## config.mk

```make
export PLATFORM = sky130hd
export DESIGN_NAME = id_ex_stage
export DESIGN_NICKNAME = d
export VERILOG_FILES = /design/src/rtl/mips_pkg.sv /design/src/rtl/hazard_detect.sv /design/src/rtl/id_ex_stage.sv
export SDC_FILE = /design/constraint.sdc
export NUM_CORES = 1
export LEC_CHECK = 0
export BUFFER_PORTS_ARGS = -buffer_cell sky130_fd_sc_hd__buf_2
export CAP_MARGIN = 20
export CORE_UTILIZATION = 40
export DETAILED_ROUTE_END_ITERATION = 12
export PLACE_DENSITY_LB_ADDON = 0.3
export SYNTH_ARGS = -nofsm -noshare
export SYNTH_HDL_FRONTEND = slang
export SYNTH_SLANG_ARGS = --single-unit
```

## constraint.sdc

```tcl
create_clock -name clk -period 2.7 [get_ports clk]
set_input_delay 0.405 -clock clk [delete_from_list [all_inputs] [get_ports clk]]
set_output_delay 0.405 -clock clk [all_outputs]
set_load 0.005 [all_outputs]
```

## src/rtl/mips_pkg.sv

```systemverilog
// Shared MIPS pipeline definitions: opcodes, ALU classes,
// field widths and the ID/EX control bundle.
package mips_pkg;

  localparam int REG_W   = 5;
  localparam int FUNCT_W = 6;
  localparam int OPC_W   = 6;
  localparam int IMM_W   = 16;

  localparam logic [OPC_W-1:0] OP_RTYPE = 6'b000000;
  localparam logic [OPC_W-1:0] OP_ADDIU = 6'b001001;
  localparam logic [OPC_W-1:0] OP_LW    = 6'b100011;
  localparam logic [OPC_W-1:0] OP_SW    = 6'b101011;
  localparam logic [OPC_W-1:0] OP_ORI   = 6'b001101;

  localparam logic [1:0] ALU_OP_ADD   = 2'b00;
  localparam logic [1:0] ALU_OP_FUNCT = 2'b10;
  localparam logic [1:0] ALU_OP_OR    = 2'b11;

  typedef struct packed {
    logic       reg_dst;
    logic       reg_w;
    logic       alu_src;
    logic       mem_w;
    logic       mem_to_reg;
    logic       mem_read;
    logic [1:0] alu_op;
  } ctrl_t;

  typedef struct packed {
    ctrl_t              ctrl;
    logic [REG_W-1:0]   rs;
    logic [REG_W-1:0]   rt;
    logic [REG_W-1:0]   dst;
    logic [FUNCT_W-1:0] funct;
  } id_ex_t;

  // rt is read as a source only by R-type and sw
  function automatic logic uses_rt(input logic [OPC_W-1:0] op);
    return (op == OP_RTYPE) || (op == OP_SW);
  endfunction

endpackage

```

## src/rtl/hazard_detect.sv

```systemverilog
// Load-use hazard detector: a lw in EX whose destination
// is read by the instruction currently in ID.
module hazard_detect
  import mips_pkg::*;
(
  input  logic             ex_valid,
  input  logic             ex_mem_read,
  input  logic [REG_W-1:0] ex_rt,
  input  logic             id_valid,
  input  logic [OPC_W-1:0] id_opcode,
  input  logic [REG_W-1:0] id_rs,
  input  logic [REG_W-1:0] id_rt,
  output logic             hazard
);

  logic ex_load;
  logic rs_hit;
  logic rt_hit;

  assign ex_load = ex_valid & ex_mem_read & (ex_rt != '0);
  assign rs_hit  = (ex_rt == id_rs);
  assign rt_hit  = uses_rt(id_opcode) & (ex_rt == id_rt);
  assign hazard  = ex_load & id_valid & (rs_hit | rt_hit);

endmodule

```

## src/rtl/id_ex_stage.sv

```systemverilog
// ID/EX pipeline register with load-use stall, hold
// and a saturating bubble counter.
module id_ex_stage
  import mips_pkg::*;
#(
  parameter int DATA_W = 32,
  parameter int CNT_W  = 16
) (
  input  logic              clk,
  input  logic              rst_n,
  input  logic              id_valid,
  input  logic [31:0]       id_instr,
  input  logic              id_reg_dst,
  input  logic              id_reg_w,
  input  logic              id_alu_src,
  input  logic              id_mem_w,
  input  logic              id_mem_to_reg,
  input  logic              id_mem_read,
  input  logic [1:0]        id_alu_op,
  input  logic [DATA_W-1:0] id_rs_data,
  input  logic [DATA_W-1:0] id_rt_data,
  input  logic              hold,
  output logic              ex_valid,
  output logic              ex_reg_dst,
  output logic              ex_reg_w,
  output logic              ex_alu_src,
  output logic              ex_mem_w,
  output logic              ex_mem_to_reg,
  output logic              ex_mem_read,
  output logic [1:0]        ex_alu_op,
  output logic [DATA_W-1:0] ex_rs_data,
  output logic [DATA_W-1:0] ex_rt_data,
  output logic [DATA_W-1:0] ex_imm,
  output logic [4:0]        ex_rs,
  output logic [4:0]        ex_rt,
  output logic [4:0]        ex_dst,
  output logic [5:0]        ex_funct,
  output logic              pc_write,
  output logic              ifid_write,
  output logic [CNT_W-1:0]  bubble_cnt
);

  localparam logic [CNT_W-1:0] CNT_ONE = CNT_W'(1);

  logic [OPC_W-1:0]   opc;
  logic [REG_W-1:0]   f_rs;
  logic [REG_W-1:0]   f_rt;
  logic [REG_W-1:0]   f_rd;
  logic [IMM_W-1:0]   f_imm;
  ctrl_t              id_ctrl;
  id_ex_t             id_nxt;
  id_ex_t             ex_q;
  logic               ex_valid_q;
  logic [DATA_W-1:0]  imm_ext;
  logic [DATA_W-1:0]  rs_data_q;
  logic [DATA_W-1:0]  rt_data_q;
  logic [DATA_W-1:0]  imm_q;
  logic [CNT_W-1:0]   cnt_q;
  logic               hazard;
  logic               stall;

  assign opc   = id_instr[31:26];
  assign f_rs  = id_instr[25:21];
  assign f_rt  = id_instr[20:16];
  assign f_rd  = id_instr[15:11];
  assign f_imm = id_instr[15:0];

  assign id_ctrl = '{
    reg_dst:    id_reg_dst,
    reg_w:      id_reg_w,
    alu_src:    id_alu_src,
    mem_w:      id_mem_w,
    mem_to_reg: id_mem_to_reg,
    mem_read:   id_mem_read,
    alu_op:     id_alu_op
  };

  hazard_detect u_hazard (
    .ex_valid    (ex_valid_q),
    .ex_mem_read (ex_q.ctrl.mem_read),
    .ex_rt       (ex_q.rt),
    .id_valid    (id_valid),
    .id_opcode   (opc),
    .id_rs       (f_rs),
    .id_rt       (f_rt),
    .hazard      (hazard)
  );

  assign stall      = hold | hazard;
  assign pc_write   = ~rst_n | ~stall;
  assign ifid_write = ~rst_n | ~stall;

  always_comb begin
    imm_ext = {{(DATA_W-IMM_W){f_imm[IMM_W-1]}}, f_imm};
    unique case (1'b1)
      (opc == OP_ORI): imm_ext = {{(DATA_W-IMM_W){1'b0}}, f_imm};
      default:         imm_ext = {{(DATA_W-IMM_W){f_imm[IMM_W-1]}}, f_imm};
    endcase
  end

  // A bubble or an empty slot only needs its controls cleared
  always_comb begin
    id_nxt       = '0;
    id_nxt.rs    = f_rs;
    id_nxt.rt    = f_rt;
    id_nxt.dst   = id_reg_dst ? f_rd : f_rt;
    id_nxt.funct = id_instr[5:0];
    id_nxt.ctrl  = (id_valid & ~hazard) ? id_ctrl : '0;
  end

  always_ff @(posedge clk or negedge rst_n) begin
    if (!rst_n) begin
      ex_q       <= '0;
      ex_valid_q <= 1'b0;
      rs_data_q  <= '0;
      rt_data_q  <= '0;
      imm_q      <= '0;
    end else if (!hold) begin
      ex_q       <= id_nxt;
      ex_valid_q <= id_valid & ~hazard;
      rs_data_q  <= id_rs_data;
      rt_data_q  <= id_rt_data;
      imm_q      <= imm_ext;
    end
  end

  always_ff @(posedge clk or negedge rst_n) begin
    if (!rst_n) begin
      cnt_q <= '0;
    end else if (!hold && hazard && (cnt_q != '1)) begin
      cnt_q <= cnt_q + CNT_ONE;
    end
  end

  assign ex_valid      = ex_valid_q;
  assign ex_reg_dst    = ex_q.ctrl.reg_dst;
  assign ex_reg_w      = ex_q.ctrl.reg_w;
  assign ex_alu_src    = ex_q.ctrl.alu_src;
  assign ex_mem_w      = ex_q.ctrl.mem_w;
  assign ex_mem_to_reg = ex_q.ctrl.mem_to_reg;
  assign ex_mem_read   = ex_q.ctrl.mem_read;
  assign ex_alu_op     = ex_q.ctrl.alu_op;
  assign ex_rs_data    = rs_data_q;
  assign ex_rt_data    = rt_data_q;
  assign ex_imm        = imm_q;
  assign ex_rs         = ex_q.rs;
  assign ex_rt         = ex_q.rt;
  assign ex_dst        = ex_q.dst;
  assign ex_funct      = ex_q.funct;
  assign bubble_cnt    = cnt_q;

endmodule

```

== Word level (Yosys, flattened, before mapping) ==
Index checks and enable logic that the tools add are counted.
Storage, ports and cells
  input port bits: 108
  word-level logic and storage cells: 43
  output and inout port bits: 144
  register bits: 142
Operators by class
  reduce and logical (&&, ||, !) cells: 6
  equal/unequal tests: 5
  multiplexer cells: 3
  add/sub/neg operators: 1
  bitwise logic cells: 12
Operator list (count)
  two-way mux 32 bit: 1
  adder 16 x 1 -> 16 bit, second input constant: 1
  != test 16 bit, second input constant: 1
  equality test 5 bit: 2
  two-way mux 8 bit: 1
  bitwise AND 1 bit: 6
  equality test 6 x 4 -> 1 bit, second input constant: 1
  equality test 6 bit, second input constant: 1
  zero test 6 bit: 1
  two-way mux 5 bit: 1
  nonzero test 5 bit: 1
  NOT 1 bit: 3
  OR 1 bit: 3
  logical AND 1 bit: 2
  zero test 1 bit: 1
  logical OR 1 bit: 1

== Longest topological paths before layout ==
  depth after elaboration: 8
  gate-level depth with buffers: 7
  gate-level depth less buffers: 6

== By module ==
Synthesis repeated with hierarchy kept, for this count alone.
Unflattened totals
  cells, all modules: 352
  area total of the unflattened synthesis: 5049.8 µm²
Modules (own cells, without submodules)
  id_ex_stage: cells each 332, area an instance 4892.2 µm², instances 1, sequential area each 3027.9 µm²
  hazard_detect: cells each 20, area an instance 157.7 µm², instances 1, sequential area each 0.0 µm²

== Worst setup path after synthesis ==
OpenSTA, ideal clock, no wires.
  path type: register to output
  from: register ex_q (netlist bit ex_rt[0])
  to: output pc_write
  slack: 0.520 ns
  stages on the path, launching flop included: 7
  required time: 2.295 ns
  path buffers: 1
  arrival: 1.775 ns
  cells stage by stage: dfrtp_1 or4_4 o211ai_4 inv_2 and3_1 o21ai_1 buf_4
On the way
  cells in the longest elaborated chain, start to end: 7
  elaborated cells between the ends (all ways): 11
  those cells by class: 2 x eq/ne; 8 x bitwise; 1 x reduce/logical
Ends and longest elaborated chain
  start, declared: RTL line id_ex_stage.sv:52  | id_ex_t ex_q;
  start signal, assigned: RTL line id_ex_stage.sv:119  | ex_q <= id_nxt;
  equality test 5 bit or nonzero test 5 bit (tied branches): RTL line hazard_detect.sv:22, hazard_detect.sv:20
  bitwise AND 1 bit, on equally long branches: RTL line hazard_detect.sv:22, hazard_detect.sv:20
  OR 1 bit or bitwise AND 1 bit (tied branches): RTL line hazard_detect.sv:23  | assign hazard = ex_load & id_valid & (rs_hit | rt_hit);
  bitwise AND 1 bit *: RTL line hazard_detect.sv:23
  OR 1 bit *: RTL line id_ex_stage.sv:89  | assign stall = hold | hazard;
  NOT 1 bit *
  OR 1 bit *
  end, declared: RTL line id_ex_stage.sv:38  | output logic pc_write,
Mark *: on every way between the ends. The rest lies on a longest branch, timed or not.

== Worst setup path after layout ==
  from: register ex_q (netlist bit ex_rt[0])
  to: output pc_write
On the way
  cells in the longest elaborated chain, start to end: 7
  elaborated cells between the ends (all ways): 11
  those cells by class: 2 x eq/ne; 8 x bitwise; 1 x reduce/logical
Ends and longest elaborated chain
  equality test 5 bit or nonzero test 5 bit (tied branches): RTL line hazard_detect.sv:22, hazard_detect.sv:20
  bitwise AND 1 bit, on equally long branches: RTL line hazard_detect.sv:22, hazard_detect.sv:20
  OR 1 bit or bitwise AND 1 bit (tied branches): RTL line hazard_detect.sv:23
  bitwise AND 1 bit *: RTL line hazard_detect.sv:23
  OR 1 bit *: RTL line id_ex_stage.sv:89
  NOT 1 bit *: RTL line id_ex_stage.sv:90  | assign pc_write = ~rst_n | ~stall;
  OR 1 bit *: RTL line id_ex_stage.sv:90
Marks and branches as above.

==> flow_summary.yaml <==
sta:
  slew-limit-headroom_pct: 57.0
  timing.final.ws_setup_ps: 124
  slew_violations: 0
  hold_viol_final: 0
  post-route-period-util_pct: 95.4
  holdWs_ps: 118
  rsz0062_at_grt: "no"
  worstMarginPinSlew_ps: 645
  final.setup_skew_ps: 4.78
  finalSetupViolCount: 0
  tns_ps: 0
  fmax_mhz: 388
  fin_crit_ps: 2580
global_route:
  grtUsageTotal_pct: 19.1
  antenna_found_initial: 2
  grt_pass1_vias: 3769
  grt_overflow_total: 0
  grt_max_degree: 122
  grt_pass1_wl_um: 18900
logic_synthesis:
  synth_top_cell_area_share_pct: 58.9
  synth_area_leaders: "dfrtp_1 (59%), mux2_2 (20%), xnor2_1 (3.9%), buf_4 (3.4%), nand3_1 (1.6%)"
  ys_seq_elements: 121
  syn_area_um2: 5140
  yosys_warnings: 0
  synth_cell_types: 36
  synth-seq-area-share_pct: 58.9
  synth_top_area_cell: "dfrtp_1"
  netlist_instances: 375
  syn_area_per_cell_um2: 13.7
  syn-num-nets: 484
clocking:
  ctsHoldBuffers: 0
  cts_sinks: 121
  cts_tree: "built"
  clock_latency_ps: 410
  clk_pin_slew_ps: 60
  clk_path_buf_depth: 2
  cts_buffers: 17
  htreeDepth: 4
  cts_root_buffer: "clkbuf_16"
outcome:
  status: "completed"
placement:
  io_buffer_count: 251
  hpwlAfterDp_um: 9040
  postPlaceCellArea_um2: 6420
  pre_cts_ws_ps: 451
  place_congestion: 0.835
drt:
  routed_wl_um: 12200
  dr.pass1.iters: 4
  wl_per_cell_um: 15.3
  drc: 0
  dr_total_vias: 3831
  vias_per_cell: 4.80
  detail-route-antenna-nets: 0
  initialDrtViolationCount: 219
setup_path:
  regToRegStartpoint: "ex_rt[0]"
  start_kind: "flop"
  critPathLaunch: "ex_rt[0]"
  crit_family: "simple AND/OR/NAND/NOR gates"
  endpoint: "pc_write"
  worst-path-buf-inv: 2
  r2r_cells: 6
  worstPathRequired_ps: 2300
  cp_slowest_cell: "or4_4"
  cp_max_fo: 5
  cp_num_cells: 6
  endpoint_kind: "output pin"
  reg2reg_slack_ps: 630
  cp_cell_sequence: "or4_4 -> o211ai_4 -> inv_2 -> and3_1 -> o21ai_2 -> buf_2"
  r2r-end: "bubble_cnt[1]"
  critPathKind: "flop to output pin"
  critPathMaxStageDelay_ps: 560
  arrival_ps: 2170
pwr:
  power_leakage_nw: 3.40
  peakVddDrop_uv: 434
  switching_share_pct: 24.8
  p_comb_share_pct: 12.5
  power_w: 0.00478
  pwr-share-seq_pct: 43.2
  switching_power_w: 0.00119
  p_per_area_nw_per_um2: 683
  internal_power_w: 0.00360
  p_clk_share_pct: 44.3
finish:
  drive_gt1_share_pct: 62.0
  most-common-layout-cells: "buf_2 (249), dfrtp_1 (120), mux2_2 (90)"
  fin_nets: 720
  final_common_cell: "buf_2"
  area_growth_pct: 36.2
  fin_area_um2: 7000
floorplan:
  core_um2: 12600
  die_x_um: 115
  start_util_pct: 40.9
  std_cell_rows: 41
  die-area_um2: 13300
  io_pins: 252
  die_h_um: 115
run:
  maxCapViolations: 0
worst_hold_path:
  holdCritPathClass: "primary input to asynchronous set/reset pin"
-- worst min path at each step --
stage / end
floorplan: bubble_cnt[0]
global placement: ex_dst[1]
detailed placement: ex_dst[1]
CTS: ex_rt_data[3]
global route: ex_rs_data[27]
finish: ex_rt_data[3]
-- power by group through the flow --
stage               registers [W]  clock network (W)  logic (W)
finish                    0.00207            0.00212   0.000600
global route              0.00209            0.00225   0.000666
CTS                       0.00207            0.00217   0.000614
detailed placement        0.00209                  0   0.000612
global placement          0.00208                  0   0.000600
floorplan                 0.00211                  0   0.000278
-- worst register-to-register path: cells and delay by family (launching register included) --
family	cells	cell delay [ps]
compound gates	1	220
buf+inv	1	170
flops	1	440
mux	1	330
simple gates	3	790
-- stage by stage --
stage | std cells | utilization, %
5_1_grt | 798 | 55.7
2_1_floorplan | 375 | -
6_report | 798 | 55.7
3_5_place_dp | 763 | 51.1
4_1_cts | 796 | 55.6
3_3_place_gp | 763 | 51.1
-- layout make-up --
type	count	area [um2]
inverters	2	7.51
flip-flops and latches	121	3030
multi-input cells	213	1870
fillers	1084	5570
clock inverters	14	124
diodes	2	5.00
repair buffers	256	1310
well taps	172	215
clock buffers	18	439
-- cells in the mapped netlist --
master and count:
nor3_1 2, o211ai_1 1, o21ai_1 1, buf_4 23, clkbuf_1 7, nand2b_1 2, or4_4 1, xnor2_1 23
and4_1 3, a21o_1 1, nor2_1 9, nand3_2 1, or3_1 2, nor4_1 4, inv_2 1, mux2_2 90
buf_1 4, mux2_1 2, nor4b_1 3, o22ai_2 1, a21oi_4 1, nor2b_1 1, a22o_1 8, nand3_1 16
nand4_1 10, ha_1 1, and3_1 3, mux2i_1 5, nor2_2 1, o211ai_4 1, a21oi_1 1, buf_2 5
nand2_1 13, inv_1 1, o21ai_0 6, dfrtp_1 121
-- cells by family (layout without fill, tap and decap cells) --
kind of cell             after synthesis  after routing  share of synthesized area, %
AO/OA/AOI/OAI                         21             21                          3.41
XOR/XNOR                              23             23                          3.92
adder cells (fa/ha/maj)                1              1                         0.243
buffers and inverters                 41            290                          4.80
flip-flops                           121            121                          58.9
multiplexers                          97             97                          21.1
other                                  0              2                             0
AND/OR/NAND/NOR                       71             71                          7.60
-- routing by layer --
| metal | wire length [um] | vias to the layer above | GRT usage [%] | share of wire, % |
|---|---|---|---|---|
| met2 | 6120 | 174 | 31.7 | 50 |
| met3 | 987 | 22 | 7.33 | 8.1 |
| li1 | - | 1784 | - | - |
| met1 | 4820 | 1851 | 21.5 | 40 |
| met5 | 0 | - | 0 | 0 |
| met4 | 248 | 0 | 9.70 | 2.0 |
-- timing repair --
action                     in CTS  in global routing
setup buffers                   1                  0
setup endpoints to repair       2                  2
pin swaps                       1                  0
resized for setup               0                  2
No activity file was read; power rests on OpenSTA's default activity.
